<file path="config.mk">
export PLATFORM = sky130hd
export DESIGN_NAME = ex_alu_ccr
export DESIGN_NICKNAME = d
export VERILOG_FILES = /design/src/rtl/ex_alu_ccr_pkg.sv /design/src/rtl/ex_alu_ccr_alu_core.sv /design/src/rtl/ex_alu_ccr.sv
export SDC_FILE = /design/constraint.sdc
export NUM_CORES = 1
export LEC_CHECK = 0
export ABC_CLOCK_PERIOD_IN_PS = 9900
export BUFFER_PORTS_ARGS = -buffer_cell sky130_fd_sc_hd__buf_2
export CAP_MARGIN = 20
export CORE_UTILIZATION = 58
export CTS_BUF_LIST = sky130_fd_sc_hd__clkbuf_4 sky130_fd_sc_hd__clkbuf_8
export CTS_CLUSTER_DIAMETER = 40
export DETAILED_ROUTE_END_ITERATION = 8
export HOLD_SLACK_MARGIN = 0.15
export PLACE_DENSITY = 0.82
export SYNTH_ARGS = -nofsm -noshare
export SYNTH_HDL_FRONTEND = slang
export SYNTH_SLANG_ARGS = --single-unit
</file>
<file path="constraint.sdc">
create_clock -name clk -period 9.9 [get_ports clk]
set_input_delay 1.485 -clock clk [delete_from_list [all_inputs] [get_ports clk]]
set_output_delay 1.485 -clock clk [all_outputs]
set_load 0.02 [all_outputs]
</file>
<file path="src/rtl/ex_alu_ccr_pkg.sv">
// Shared definitions for the execute-stage ALU and its condition-code register.
// Holds the ALU opcode map, CCR bit positions and the ALU-B operand select codes
// that the operand mux and the ALU decode agree on.
package ex_alu_ccr_pkg;

  localparam int unsigned DW_DEF  = 8;
  localparam int unsigned OPW_DEF = 4;
  localparam int unsigned CCRW    = 4;
  localparam int unsigned BSELW   = 2;

  // ALU opcodes; unlisted codes decode as NOP
  localparam logic [OPW_DEF-1:0] OP_NOP  = 4'd0;
  localparam logic [OPW_DEF-1:0] OP_ADD  = 4'd1;
  localparam logic [OPW_DEF-1:0] OP_SUB  = 4'd2;
  localparam logic [OPW_DEF-1:0] OP_AND  = 4'd3;
  localparam logic [OPW_DEF-1:0] OP_OR   = 4'd4;
  localparam logic [OPW_DEF-1:0] OP_NOT  = 4'd5;
  localparam logic [OPW_DEF-1:0] OP_NEG  = 4'd6;
  localparam logic [OPW_DEF-1:0] OP_INC  = 4'd7;
  localparam logic [OPW_DEF-1:0] OP_DEC  = 4'd8;
  localparam logic [OPW_DEF-1:0] OP_RLC  = 4'd9;
  localparam logic [OPW_DEF-1:0] OP_RRC  = 4'd10;
  localparam logic [OPW_DEF-1:0] OP_SETC = 4'd11;
  localparam logic [OPW_DEF-1:0] OP_CLRC = 4'd12;
  localparam logic [OPW_DEF-1:0] OP_MOV  = 4'd13;

  // CCR bit positions: ccr = {V, C, N, Z}
  localparam int unsigned CCR_Z = 0;
  localparam int unsigned CCR_N = 1;
  localparam int unsigned CCR_C = 2;
  localparam int unsigned CCR_V = 3;

  // ALU-B operand select codes used by the upstream operand mux
  localparam logic [BSELW-1:0] BSEL_RB  = 2'd0;
  localparam logic [BSELW-1:0] BSEL_IMM = 2'd1;
  localparam logic [BSELW-1:0] BSEL_RA  = 2'd2;

  // Merge freshly computed flags into the current CCR under a write mask
  function automatic logic [CCRW-1:0] merge_flags(input logic [CCRW-1:0] cur,
                                                  input logic [CCRW-1:0] nxt,
                                                  input logic [CCRW-1:0] mask);
    merge_flags = (cur & ~mask) | (nxt & mask);
  endfunction

endpackage

</file>
<file path="src/rtl/ex_alu_ccr_alu_core.sv">
// Combinational ALU core.
// Ports:
//   alu_op    opcode from ID/EX
//   a, b      operands (b is the ALU-B mux output)
//   carry_in  registered C flag, used by RLC/RRC
//   result_c  DW-bit result
//   flags_c   candidate {V,C,N,Z}
//   mask_c    which CCR bits this opcode writes
module ex_alu_ccr_alu_core
  import ex_alu_ccr_pkg::*;
#(
  parameter int unsigned DW  = DW_DEF,
  parameter int unsigned OPW = OPW_DEF
) (
  input  logic [OPW-1:0]  alu_op,
  input  logic [DW-1:0]   a,
  input  logic [DW-1:0]   b,
  input  logic            carry_in,
  output logic [DW-1:0]   result_c,
  output logic [CCRW-1:0] flags_c,
  output logic [CCRW-1:0] mask_c
);

  logic [DW-1:0] x;
  logic [DW-1:0] y;
  logic          sub;
  logic [DW:0]   sum;
  logic          arith_c;
  logic          arith_v;

  // Arithmetic operand selection: INC/DEC/NEG reuse the ADD/SUB datapath
  always_comb begin
    x   = a;
    y   = b;
    sub = 1'b0;
    unique case (alu_op)
      OP_SUB:  sub = 1'b1;
      OP_INC:  begin x = b;  y = DW'(1); end
      OP_DEC:  begin x = b;  y = DW'(1); sub = 1'b1; end
      OP_NEG:  begin x = '0; y = b;      sub = 1'b1; end
      default: ;
    endcase
  end

  // One extra bit carries out of an add, or signals a borrow on a subtract
  assign sum     = sub ? ({1'b0, x} - {1'b0, y}) : ({1'b0, x} + {1'b0, y});
  assign arith_c = sum[DW];
  assign arith_v = sub ? ((x[DW-1] != y[DW-1]) && (sum[DW-1] != x[DW-1]))
                       : ((x[DW-1] == y[DW-1]) && (sum[DW-1] != x[DW-1]));

  // Result and flag generation
  always_comb begin
    result_c = '0;
    flags_c  = '0;
    mask_c   = '0;
    unique case (alu_op)
      OP_ADD, OP_SUB, OP_INC, OP_DEC, OP_NEG: begin
        result_c       = sum[DW-1:0];
        flags_c[CCR_C] = arith_c;
        flags_c[CCR_V] = arith_v;
        mask_c         = 4'b1111;
      end
      OP_AND: begin result_c = a & b; mask_c = 4'b0011; end
      OP_OR:  begin result_c = a | b; mask_c = 4'b0011; end
      OP_NOT: begin result_c = ~b;    mask_c = 4'b0011; end
      OP_RLC: begin
        result_c       = {b[DW-2:0], carry_in};
        flags_c[CCR_C] = b[DW-1];
        mask_c         = 4'b0111;
      end
      OP_RRC: begin
        result_c       = {carry_in, b[DW-1:1]};
        flags_c[CCR_C] = b[0];
        mask_c         = 4'b0111;
      end
      OP_SETC: begin result_c = b; flags_c[CCR_C] = 1'b1; mask_c = 4'b0100; end
      OP_CLRC: begin result_c = b; flags_c[CCR_C] = 1'b0; mask_c = 4'b0100; end
      OP_MOV:  result_c = b;
      default: result_c = '0;
    endcase
    // Z and N always come from the DW-bit result; the mask decides if they land
    flags_c[CCR_Z] = (result_c == '0);
    flags_c[CCR_N] = result_c[DW-1];
  end

endmodule

</file>
<file path="src/rtl/ex_alu_ccr.sv">
// Execute-stage ALU with condition-code register, shadow CCR and a registered
// EX/MEM result (1-cycle latency).
// Ports:
//   clk, rst_n            clock, synchronous active-low reset
//   op_valid, alu_op      ID/EX slot valid and opcode
//   op_a, op_b            operands (ra, ALU-B mux output)
//   stall, flush          hold everything / kill incoming slot
//   int_save, rti_restore CCR -> shadow snapshot / shadow -> CCR restore
//   alu_result            registered result
//   result_valid          registered valid
//   ccr                   registered {V,C,N,Z}
module ex_alu_ccr
  import ex_alu_ccr_pkg::*;
#(
  parameter int unsigned DW  = DW_DEF,
  parameter int unsigned OPW = OPW_DEF
) (
  input  logic            clk,
  input  logic            rst_n,
  input  logic            op_valid,
  input  logic [OPW-1:0]  alu_op,
  input  logic [DW-1:0]   op_a,
  input  logic [DW-1:0]   op_b,
  input  logic            stall,
  input  logic            flush,
  input  logic            int_save,
  input  logic            rti_restore,
  output logic [DW-1:0]   alu_result,
  output logic            result_valid,
  output logic [CCRW-1:0] ccr
);

  logic [DW-1:0]   core_result;
  logic [CCRW-1:0] core_flags;
  logic [CCRW-1:0] core_mask;

  logic            accept;
  logic            update;
  logic [CCRW-1:0] post_ccr;
  logic [CCRW-1:0] shadow;
  logic [DW-1:0]   result_nxt;
  logic            valid_nxt;
  logic [CCRW-1:0] ccr_nxt;
  logic [CCRW-1:0] shadow_nxt;

  ex_alu_ccr_alu_core #(
    .DW  (DW),
    .OPW (OPW)
  ) u_core (
    .alu_op   (alu_op),
    .a        (op_a),
    .b        (op_b),
    .carry_in (ccr[CCR_C]),
    .result_c (core_result),
    .flags_c  (core_flags),
    .mask_c   (core_mask)
  );

  // Priority: flush overrides stall, so a flushed slot still advances state
  always_comb begin
    result_nxt = alu_result;
    valid_nxt  = result_valid;
    ccr_nxt    = ccr;
    shadow_nxt = shadow;
    accept     = op_valid & ~stall & ~flush;
    update     = flush | ~stall;
    post_ccr   = accept ? merge_flags(ccr, core_flags, core_mask) : ccr;
    if (update) begin
      valid_nxt = accept;
      if (accept) begin
        result_nxt = core_result;
      end
      // Restore beats the op's flags; the snapshot always sees post-op flags
      ccr_nxt    = rti_restore ? shadow : post_ccr;
      shadow_nxt = int_save ? post_ccr : shadow;
    end
  end

  // EX/MEM, CCR and shadow registers
  always_ff @(posedge clk) begin
    if (!rst_n) begin
      alu_result   <= '0;
      result_valid <= 1'b0;
      ccr          <= '0;
      shadow       <= '0;
    end else begin
      alu_result   <= result_nxt;
      result_valid <= valid_nxt;
      ccr          <= ccr_nxt;
      shadow       <= shadow_nxt;
    end
  end

endmodule

</file>
=== Word-level counts from Yosys, hierarchy flattened ===
Index checks and enable logic that the tools add are counted.

* $add $sub $neg: 2
* Equality and inequality tests: 16
* Muxes and demuxes: 11
* Bitwise operators: 12
* Reduce and logical (&&, ||, !) cells: 12

{| class="wikitable"
|+ Operators with widths
! operator !! number
|-
| 8-bit case mux with 7 select lines || 1
|-
| 4-bit == test, second input constant || 6
|-
| 4-bit by 3-bit == test with 1-bit output, second input constant || 4
|-
| 4-bit case mux with 4 select lines || 1
|-
| 8-bit case mux with 2 select lines || 1
|-
| 8-bit by 8-bit adder with 9-bit output || 1
|-
| 9-bit two-way mux || 1
|-
| 3-bit OR reduction || 3
|-
| 8-bit by 8-bit subtractor with 9-bit output || 1
|-
| 4-bit bitwise AND || 2
|-
| 8-bit bitwise AND || 1
|-
| 4-bit by 2-bit == test with 1-bit output, second input constant || 2
|-
| 8-bit logical NOT || 1
|-
| 4-bit two-way mux || 2
|-
| 8-bit two-way mux || 1
|-
| 8-bit inverter || 1
|-
| 8-bit bitwise OR || 1
|-
| 2-bit OR reduction || 3
|-
| 5-bit OR reduction || 1
|-
| 4-bit by 1-bit == test with 1-bit output, second input constant || 1
|-
| 4-bit inverter || 1
|-
| 4-bit bitwise OR || 1
|-
| 1-bit case mux with 4 select lines || 1
|-
| 2-bit AND reduction || 2
|-
| other kinds (7) || 13
|}

* Register bits: 17
* Bits of input ports: 27
* Output and inout port bits: 13
* Word-level logic and storage cells: 57

=== Depth between registers and ports, before layout ===
Gate-level depths: netlist (run 1).

* Depth in word-level cells: 13
* Depth in mapped cells: 15
* Gate-level depth less buffers: 13

=== By module ===
A second synthesis (run 1) with hierarchy kept.

* Cells, all modules: 337
* Area, all modules: 2,463.6 sq um

{| class="wikitable"
|+ Modules (own cells, without submodules)
! module !! times used !! cells an instance !! area an instance (sq um)
|-
| ex_alu_ccr_alu_core || 1 || 264 || 1,710.4
|-
| ex_alu_ccr || 1 || 73 || 753.2
|}

=== Least setup slack after synthesis (run 1) ===
Ideal clock, no wire load.

* Path type: input-to-reg
* Start point: input port alu_op[2]
* End point: register shadow[0]
* Arrival time: 4,757 ps
* Setup slack: 5,083 ps
* Stages: 15
* Path buffers: 2
* Cell sequence: buf_2 -> nor2b_1 -> clkbuf_1 -> a21oi_1 -> a22oi_1 -> ha_1 -> inv_1 -> fa_1 -> nand3b_1 -> a21oi_1 -> or4_1 -> a211oi_1 -> nand4_1 -> and4bb_1 -> o221a_1

* Cells in the longest elaborated chain, start to end: 10

{| class="wikitable"
|+ Ends and longest elaborated chain
! element !! line !! RTL
|-
| start, declared || ex_alu_ccr.sv:21 || <nowiki>input logic [OPW-1:0] alu_op,</nowiki>
|-
| 4-bit by 3-bit == test with 1-bit output or 4-bit == test (tied branches) || ex_alu_ccr_alu_core.sv:36, ex_alu_ccr_alu_core.sv:56 ||
|-
| 2-bit OR reduction (no line) || n/a ||
|-
| 8-bit case mux with 2 select lines or 8-bit two-way mux (tied branches) || ex_alu_ccr_alu_core.sv:36 || <nowiki>unique case (alu_op)</nowiki>
|-
| 8-bit by 8-bit adder with 9-bit output or 8-bit by 8-bit subtractor with 9-bit output (tied branches) || ex_alu_ccr_alu_core.sv:46 || <nowiki>assign sum = sub ? ({1'b0, x} - {1'b0, y}) : ({1'b0, x} + {1'b0, y});</nowiki>
|-
| 9-bit two-way mux || ex_alu_ccr_alu_core.sv:46 ||
|-
| 8-bit case mux with 7 select lines || ex_alu_ccr_alu_core.sv:56 || <nowiki>unique case (alu_op)</nowiki>
|-
| 8-bit logical NOT || ex_alu_ccr_alu_core.sv:82 || <nowiki>flags_c[CCR_Z] = (result_c == '0);</nowiki>
|-
| 4-bit bitwise AND || ex_alu_ccr_pkg.sv:42 || <nowiki>merge_flags = (cur & ~mask) | (nxt & mask);</nowiki>
|-
| 4-bit bitwise OR * || ex_alu_ccr_pkg.sv:42 ||
|-
| 4-bit two-way mux * || ex_alu_ccr.sv:67 || <nowiki>post_ccr = accept ? merge_flags(ccr, core_flags, core_mask) : ccr;</nowiki>
|-
| end signal, assigned || ex_alu_ccr.sv:90 || <nowiki>shadow <= shadow_nxt;</nowiki>
|-
| end, declared || ex_alu_ccr.sv:40 || <nowiki>logic [CCRW-1:0] shadow;</nowiki>
|}

Every way passes the cells marked *; elsewhere a longest branch is shown, timed or not.
A chain may end at the register's enable or synchronous reset.

=== Worst setup path after layout (run 1) ===
* Start point: input port alu_op[3]
* End point: register shadow[0]

Same word-level chain as after synthesis.

==> flow_metrics.tcl, run 1 <==
set metrics [dict create \
    vias 2666 \
    core_area_um2 3770 \
    route.detailed.drc 0 \
    postCtsHoldBufs 0 \
    synth_edf_count 0 \
    die_area_um2 4290 \
    rsz0062_at_grt "false" \
    track_usage_pct 32.6 \
    clock_latency_ns 0.25 \
    finalPower_mw 0.258 \
    crit_type "in -> reg" \
    critPathLaunchType "input port" \
    grt_pass1_wl_um 11000 \
    max_freq_mhz 175 \
    p_leak_nw 1.09 \
    syn_area_per_cell_um2 7.08 \
    required_ns 10.10 \
    synthCells 330 \
    die_h_um 65.5 \
    cap_viol_max_count 0 \
    max_stage_delay_ns 0.86 \
    grt_start_max_net_pins 37 \
    report.final.hold_viol_count 0 \
    post-route-period-util_pct 57.8 \
    crit_path_end_kind "flop" \
    start_util_pct 61.9 \
    cts_resized 0 \
    vdd_drop_max_mv 0.0738 \
    slew_headroom_pct 33.6 \
    clock_sinks 17 \
    routabilityCongestion 0.949 \
    arrival_ns 5.92 \
    yosysUniqueCellTypes 76 \
    post_dp_cell_area_um2 2460 \
    setup_viol 0 \
    slew_viol_final 0 \
    ios 40 \
    clk_pin_slew_ns 0.06 \
    syn2layout_area_growth_pct 7.55 \
    seq_area_frac_synth_pct 14.6 \
    final.setup.tns_ns 0 \
    crit_fanout 33 \
    design_area_um2 2510 \
    synth-seq-cells 17 \
    synth_area_um2 2340 \
    worst_path_max_delay_cell "nor2b_1" \
    cts_max_level 1 \
    cts_tree "built" \
    power_density_nw_per_um2 103 \
    utilization_pct 66.6 \
    ys_warn_count 0 \
    drt_pre_antenna_iters 5 \
    min_path_type "reg -> reg" \
    fin_nets 381 \
    grt_pass1_vias 2288 \
    viasPerCell 6.80 \
    outcome "finished clean" \
    postCtsSetupBuffers 0 \
    crit_chain "buf_2, nor2b_1, o2bb2ai_1, a22oi_1, ha_1, inv_1, fa_1, nand3b_1, a21oi_1, or4_1, a211oi_1, nand4_1, and4bb_1, o221a_1" \
    die_x_um 65.5 \
    final_common_cell "buf_2" \
    dpl.hpwl_um 4980 \
    wl_per_cell_um 17.1 \
    antenna_left 0 \
    cts_buffers 3 \
    row_count 22 \
    layout.cells.most_common_list "39 x buf_2, 33 x nand2_1, 27 x nor2_1" \
    period_needed_ns 5.72 \
    portBuffers 39 \
    synthArstFlopShare_pct 0 \
    drt_wl_total_um 6700 \
    synth_ff_type "dfxtp_1" \
    worst_pin_slew_ns 0.994 \
    n_antenna_cell 0 \
    drive_gt1_share_pct 16.6 \
    overflow 0 \
    clk_path_buf_depth 2 \
    antenna_found_initial 0 \
    clock_skew_ns 0.00290 \
    drtIter0Drc 263 \
    cts_root_buf "clkbuf_8" \
    synth_nets 366 \
]
[routing by layer]
layer / part of all wire, % / GRT usage [%]
met4: 1.7 / 8.70
met5: 0 / 0
met3: 11 / 5.38
met2: 45 / 50.4
met1: 42 / 46.3
[power breakdown]
part	switching [mW]	total, mW	internal [mW]
logic	0.0798	0.130	0.0506
clock network	0.0223	0.0535	0.0313
registers	0.00227	0.0743	0.0720
total	0.104	0.258	0.154
[layout make-up]
| type | instances | area [µm²] |
|---|---|---|
| inverter | 11 | 41.3 |
| tap | 48 | 60.1 |
| sequential | 17 | 340 |
| fill | 362 | 1260 |
| multi-input combinational | 272 | 1820 |
| timing repair buffer | 40 | 203 |
| clock buffer | 4 | 48.8 |
[synthesized netlist by cell type, drive strengths merged, types with 2 or more instances]
master | instances | share of area, %
and2 | 3 | 0.80
a21boi | 3 | 0.96
xnor2 | 6 | 2.2
nand3b | 7 | 2.2
nand4 | 4 | 1.1
a32oi | 6 | 2.2
dfxtp | 17 | 15
o311ai | 2 | 0.75
nand3 | 16 | 3.4
nor2 | 28 | 4.6
nand2 | 33 | 5.3
o221ai | 3 | 1.1
o2bb2ai | 3 | 1.1
o211ai | 6 | 1.9
buf | 13 | 3.1
a21oi | 23 | 4.9
o211a | 5 | 2.1
nor2b | 8 | 2.1
or4 | 2 | 0.80
a22oi | 2 | 0.86
nor3 | 3 | 0.64
o22ai | 4 | 1.1
a2111oi | 2 | 1.0
a22o | 8 | 3.0
clkbuf | 17 | 2.7
nand2b | 14 | 3.7
or3 | 3 | 1.0
a221oi | 3 | 1.7
or2 | 4 | 1.2
nor4 | 2 | 0.54
or3b | 2 | 0.75
xor2 | 3 | 1.1
a31oi | 4 | 1.3
o31ai | 2 | 1.2
o21ai | 17 | 3.6
a21o | 2 | 0.64
o32ai | 2 | 0.75
a211oi | 4 | 1.3
ha | 8 | 4.3
nor3b | 5 | 1.6
o311a | 3 | 1.3
and3b | 2 | 0.75
inv | 10 | 1.6
[logic make-up (layout without fill, tap and decap cells)]
group,count (synthesis),in the layout,synth area share (%)
muxes,2,2,0.911
adders and majority gates,9,9,5.14
DFF,17,17,14.6
buffers and inverters,41,55,7.55
xor gates and xnor gates,9,9,3.37
AOI/OAI and AO/OA,112,112,36.2
and+or+nand+nor,140,140,32.2
[critical path, delay by kind of cell]
| family | cells | cell delay (ns) |
|---|---|---|
| AOI/OAI and AO/OA | 5 | 1.22 |
| adders and majority gates | 2 | 0.74 |
| buffers and inverters | 2 | 0.50 |
| and+or+nand+nor | 5 | 1.97 |
[state kept, by name (all words and copies together) (netlist names)]
register / cells
alu_result: 8
ccr: 4
result_valid: 1
shadow: 4
[through the flow]
| step | worst slack (ns) | cells | hold WS (ns) |
|---|---|---|---|
| detailed placement | 4.07 | 388 | 0.469 |
| global route | 3.88 | 392 | 0.505 |
| CTS | 4.31 | 392 | 0.479 |
| finish | 4.18 | 392 | 0.472 |
| global placement | 4.25 | 388 | 0.460 |
| floorplan | 5.08 | 330 | 0.437 |
[path summary, 6_finish.rpt]
| kind | from | endpoint | slack [ns] | cells after the start |
|---|---|---|---|---|
| setup / recovery | alu_op[3] | shadow[0]$_SDFFE_PN0P_ | 4.18 | 14 |
| hold / removal | alu_result[1]$_SDFFE_PN0P_ | alu_result[1]$_SDFFE_PN0P_ | 0.47 | 2 |
| setup reg to reg | ccr[2]$_SDFFE_PN0N_ | shadow[0]$_SDFFE_PN0P_ | 8.19 | 6 |
| hold reg to reg | alu_result[1]$_SDFFE_PN0P_ | alu_result[1]$_SDFFE_PN0P_ | 0.47 | 2 |
(Power assumes the default switching activity.)
==> run 2, diff against run 1 <==
--- a/config.mk
+++ b/config.mk
@@ -5,7 +5,7 @@
 export SDC_FILE = /design/constraint.sdc
 export NUM_CORES = 1
 export LEC_CHECK = 0
-export ABC_CLOCK_PERIOD_IN_PS = 9900
+export ABC_CLOCK_PERIOD_IN_PS = 5700
 export BUFFER_PORTS_ARGS = -buffer_cell sky130_fd_sc_hd__buf_2
 export CAP_MARGIN = 20
 export CORE_UTILIZATION = 58
==> constraint.sdc (replaced) <==
create_clock -name clk -period 5.7 [get_ports clk]
set_input_delay 0.855 -clock clk [delete_from_list [all_inputs] [get_ports clk]]
set_output_delay 0.855 -clock clk [all_outputs]
set_load 0.02 [all_outputs]
==> run 2 against run 1 <==
Against the previous run: die area is the same; register-to-register slack lost 4.2 ns; final cell count grew 0.51%; sequential cell count is the same; wire length shrank 2.2%; utilization grew 0.40 points; sequential power grew 74%; clock power grew 76%; first-iteration DRC count shrank 9.1%; non-clock buffer count grew 2; combinational power grew 74%.
==> flow_metrics.tcl, run 2 (synthesis gave the netlist of run 1 again) <==
set metrics [dict create \
    route.detailed.drc 0 \
    min_path_type "reg -> reg" \
    fin_ws_ns 1.00 \
    fin_nets 383 \
    clk_pin_slew_ns 0.07 \
    grt_start_max_net_pins 37 \
    antenna_found_initial 0 \
    use_met2_pct 46.6 \
    grt_busiest_layer "met1" \
    crit_fanout 36 \
    die_area_um2 4290 \
    power_density_nw_per_um2 178 \
    overflow 0 \
    final.setup.tns_ns 0 \
    slew_viol_final 0 \
    period_needed_ns 4.70 \
    track_usage_pct 32.1 \
    clock_skew_ns 0.00633 \
    critPathLaunchType "input port" \
    drt_wl_total_um 6550 \
    core_area_um2 3770 \
    cts_resized 0 \
    portBuffers 39 \
    routabilityCongestion 0.948 \
    p_switching_mw 0.181 \
    top_register "alu_result" \
    postCtsSetupBuffers 0 \
    internal_power_mw 0.268 \
    reg_top3 "alu_result (8), ccr (4), shadow (4)" \
    p_clk_share_pct 21.0 \
    clk_path_buf_depth 2 \
    die_x_um 65.5 \
    dpl.hpwl_um 5020 \
    finalPower_mw 0.449 \
    cap_viol_max_count 0 \
    max_freq_mhz 213 \
    report.final.hold_viol_count 0 \
    p_leak_nw 1.10 \
    final_common_cell "buf_2" \
    cts_root_buf "clkbuf_8" \
    ios 40 \
    cts_buffers 3 \
    antenna_left 0 \
    viasPerCell 6.62 \
    place_ws_ns 0.841 \
    required_ns 5.90 \
    grt_pass1_wl_um 10800 \
    arrival_ns 4.90 \
    grt_pass1_vias 2220 \
    clock_latency_ns 0.25 \
    drtIter0Drc 239 \
    start_util_pct 61.9 \
    row_count 22 \
    layout.cells.most_common_list "39 x buf_2, 33 x nand2_1, 27 x nor2_1" \
    post_dp_cell_area_um2 2480 \
    comb_power_share_pct 50.3 \
    slew_headroom_pct 41.8 \
    postCtsHoldBufs 0 \
    cts_tree "built" \
    grt_use_met1_pct 46.8 \
    hold_slack_ns 0.470 \
    vias 2607 \
    worst_pin_slew_ns 0.872 \
    crit_type "in -> reg" \
    rsz0062_at_grt "false" \
    outcome "finished clean" \
    design_area_um2 2530 \
    p_sw_share_pct 40.3 \
    wl_per_cell_um 16.6 \
    p_seq_share_pct 28.7 \
    clock_sinks 17 \
    gr-usage-met3_pct 5.38 \
    largest_reg_flops 8 \
    n_antenna_cell 0 \
    vdd_drop_max_mv 0.147 \
    die_h_um 65.5 \
    crit_path_end_kind "flop" \
    syn2layout_area_growth_pct 8.19 \
    cts_max_level 1 \
    drt_pre_antenna_iters 4 \
    fillers 329 \
    post-route-period-util_pct 82.5 \
    setup_viol 0 \
    drive_gt1_share_pct 17.1 \
]
==> run 2: cell count changes in the layout (fill, tap and decap cells not counted), sizes merged <==
cell  previous run  this run
buf             40        42
==> run 2: stage by stage <==
stage                     utilization (%)  cells
final                                67.0    394
after global routing                 67.0    394
after CTS                            67.0    394
after detailed placement             65.7    390
after global placement               65.7    390
after floorplan                         -    330
==> run 2: final cells by class <==
type,instances,area [µm²],share of cell area (%)
clock buffer,4,48.8,1.93
inverter,11,41.3,1.63
multi-input combinational,272,1820,72.0
sequential,17,340,13.5
tap,48,60.1,2.38
timing repair buffer,42,218,8.61
==> run 2: metal layers <==
| metal | wire length (µm) | share of wire [%] |
|---|---|---|
| met5 | 0 | 0 |
| met4 | 243 | 3.7 |
| met2 | 2890 | 44 |
| met1 | 2970 | 45 |
| met3 | 449 | 6.9 |
==> run 2: power groups by stage <==
stage	sequential [mW]	clock (mW)	combinational, mW
final	0.129	0.0941	0.226
after CTS	0.129	0.0943	0.222
after global routing	0.129	0.100	0.248
after detailed placement	0.131	0	0.221
after floorplan	0.136	0	0.165
after global placement	0.131	0	0.217
==> run 2: path summary, 6_finish.rpt <==
| kind | startpoint | depth (start not counted) | slack, ns | endpoint |
|---|---|---|---|---|
| min | alu_result[1]$_SDFFE_PN0P_ | 2 | 0.47 | alu_result[1]$_SDFFE_PN0P_ |
| min reg2reg | alu_result[1]$_SDFFE_PN0P_ | 2 | 0.47 | alu_result[1]$_SDFFE_PN0P_ |
| max reg2reg | ccr[2]$_SDFFE_PN0N_ | 6 | 4.00 | shadow[0]$_SDFFE_PN0P_ |
| max | alu_op[1] | 14 | 1.00 | shadow[0]$_SDFFE_PN0P_ |
==> run 2: critical path, cell delays in order <==
cell and delay [ns]:
buf_2 0.44, nand2_1 0.23, o2bb2ai_1 0.74, a22oi_1 0.22
ha_1 0.24, inv_1 0.07, fa_1 0.49, nand3b_1 0.13
a21oi_1 0.07, or4_1 0.55, a211oi_1 0.25, nand4_1 0.11
and4bb_1 0.33, o221a_1 0.18
==> run 3, diff against run 2 <==
--- a/config.mk
+++ b/config.mk
@@ -5,7 +5,7 @@
 export SDC_FILE = /design/constraint.sdc
 export NUM_CORES = 1
 export LEC_CHECK = 0
-export ABC_CLOCK_PERIOD_IN_PS = 5700
+export ABC_CLOCK_PERIOD_IN_PS = 4700
 export BUFFER_PORTS_ARGS = -buffer_cell sky130_fd_sc_hd__buf_2
 export CAP_MARGIN = 20
 export CORE_UTILIZATION = 58
==> constraint.sdc (replaced) <==
create_clock -name clk -period 4.7 [get_ports clk]
set_input_delay 0.705 -clock clk [delete_from_list [all_inputs] [get_ports clk]]
set_output_delay 0.705 -clock clk [all_outputs]
set_load 0.02 [all_outputs]
==> run 3 against run 2 <==
Against the previous run: combinational power rose by 26%; sequential cell count did not move; design area rose by 2.6%; register-to-register slack got worse by 1.0 ns; worst hold slack barely moved; critical path depth did not move; setup slack got worse by 0.37 ns; clock power rose by 19%; sequential share of layout area fell by 0.34 points.
==> flow_metrics.tcl, run 3 (synthesis gave the netlist of run 1 again) <==
set metrics [dict create \
    fin_nets 392 \
    antenna_left 0 \
    row_count 22 \
    antenna_found_initial 0 \
    drt_pre_antenna_iters 5 \
    fin_ws_ns 0.626 \
    wl_per_cell_um 16.8 \
    n_antenna_cell 0 \
    drt_wl_total_um 6750 \
    fillers 327 \
    cap_viol_max_count 0 \
    slew_headroom_pct 52.6 \
    die_x_um 65.5 \
    place_ws_ns 0.405 \
    clk_pin_slew_ns 0.06 \
    top_register "alu_result" \
    cp_common_cell "a21oi_1" \
    postCtsSetupBuffers 0 \
    reg_top3 "alu_result (8), ccr (4), shadow (4)" \
    setup_viol 0 \
    hold_slack_ns 0.470 \
    route.detailed.drc 0 \
    start_util_pct 61.9 \
    place_inst 399 \
    min_path_type "reg -> reg" \
    crit_type "in -> reg" \
    area.sequential_um2 340 \
    grt_pass1_vias 2331 \
    multi_input_area_um2 1820 \
    report.final.hold_viol_count 0 \
    layout.cells.most_common_list "39 x buf_2, 33 x nand2_1, 27 x nor2_1" \
    largest_reg_flops 8 \
    clock_latency_ns 0.26 \
    viasPerCell 6.78 \
    p_leak_nw 1.14 \
    worst_path_max_delay_cell "a21oi_1" \
    critPathBufInv 2 \
    grt_pass1_wl_um 11300 \
    max_freq_mhz 245 \
    clock_sinks 17 \
    period_needed_ns 4.07 \
    crit_chain "buf_2, nor2_1, a21oi_1, a22oi_1, ha_1, inv_1, fa_1, nand3b_1, a21oi_1, or4_1, a211oi_1, nand4_1, and4bb_1, o221a_1" \
    core_area_um2 3770 \
    crit_path_end_kind "flop" \
    final.setup.tns_ns 0 \
    grt_start_max_net_pins 21 \
    post-route-period-util_pct 86.7 \
    slew_viol_final 0 \
    cts_max_level 1 \
    portBuffers 39 \
    cts_tree "built" \
    postCtsHoldBufs 0 \
    critPathLaunchType "input port" \
    syn2layout_area_growth_pct 11.0 \
    die_area_um2 4290 \
    arrival_ns 4.28 \
    overflow 0 \
    rsz0062_at_grt "false" \
    ios 40 \
    track_usage_pct 33.8 \
    outcome "finished clean" \
    clk_path_buf_depth 2 \
    die_h_um 65.5 \
    max_stage_delay_ns 0.59 \
    final_cell_count_no_fill 403 \
    worst_pin_slew_ns 0.711 \
    cts_resized 0 \
    required_ns 4.90 \
    power_density_nw_per_um2 213 \
    vias 2732 \
    drive_gt1_share_pct 19.2 \
    cts_root_buf "clkbuf_8" \
    cp_top_family "simple AND/OR/NAND/NOR gates" \
    final_common_cell "buf_2" \
    crit_fanout 19 \
    routabilityCongestion 1.07 \
    dpl.hpwl_um 5140 \
    vdd_drop_max_mv 0.155 \
    drtIter0Drc 246 \
    cts_buffers 3 \
    clock_skew_ns 0.00494 \
]
[run 3: changes by cell type in the layout (fill, tap and decap cells not counted)]
| cell | change |
|---|---|
| buf_4 | +9 |
| clkbuf_4 | -1 |
| clkinv_2 | +1 |
[run 3: per-stage QoR]
stage	power (mW)	util (%)	area, µm²
global placement	0.431	67.5	2550
floorplan	0.364	-	2340
CTS	0.545	68.7	2590
detailed placement	0.435	67.5	2550
finish	0.552	68.7	2590
global route	0.588	68.7	2590
[run 3: layer usage]
layer,up-vias,track usage [%],wire (µm)
met4,0,13.3,259
met3,24,5.56,696
li1,1295,-,-
met5,-,0,0
met2,161,50.3,2870
met1,1252,48.0,2930
[run 3: worst paths after layout]
kind                                        startpoint                      to  slack [ns]  cells past startpoint
worst min-delay path            shadow[1]$_SDFFE_PN0P_  shadow[1]$_SDFFE_PN0P_        0.47                      2
worst max-delay path                         alu_op[1]  shadow[0]$_SDFFE_PN0P_        0.63                     14
worst min register to register  shadow[1]$_SDFFE_PN0P_  shadow[1]$_SDFFE_PN0P_        0.47                      2
worst max register to register     ccr[2]$_SDFFE_PN0N_  shadow[0]$_SDFFE_PN0P_        2.99                      6
[run 3: worst register-to-register path, cell delays in order, from the launching register on]
cell	delay [ns]
dfxtp_1	0.35
a32oi_1	0.19
o211ai_1	0.13
a221oi_2	0.35
nand4_1	0.13
and4bb_1	0.33
o221a_1	0.18
[run 3: power by group]
group	internal (mW)	switching (mW)
clock	0.0590	0.0533
sequential	0.152	0.00443
combinational	0.114	0.170
[run 3: layout make-up]
type	instances	share of cell area, %
multi-input combinational	272	70.2
tap	48	2.32
clock inverter	1	0.193
sequential	17	13.1
clock buffer	3	1.59
timing repair buffer	51	11.0
inverter	11	1.59
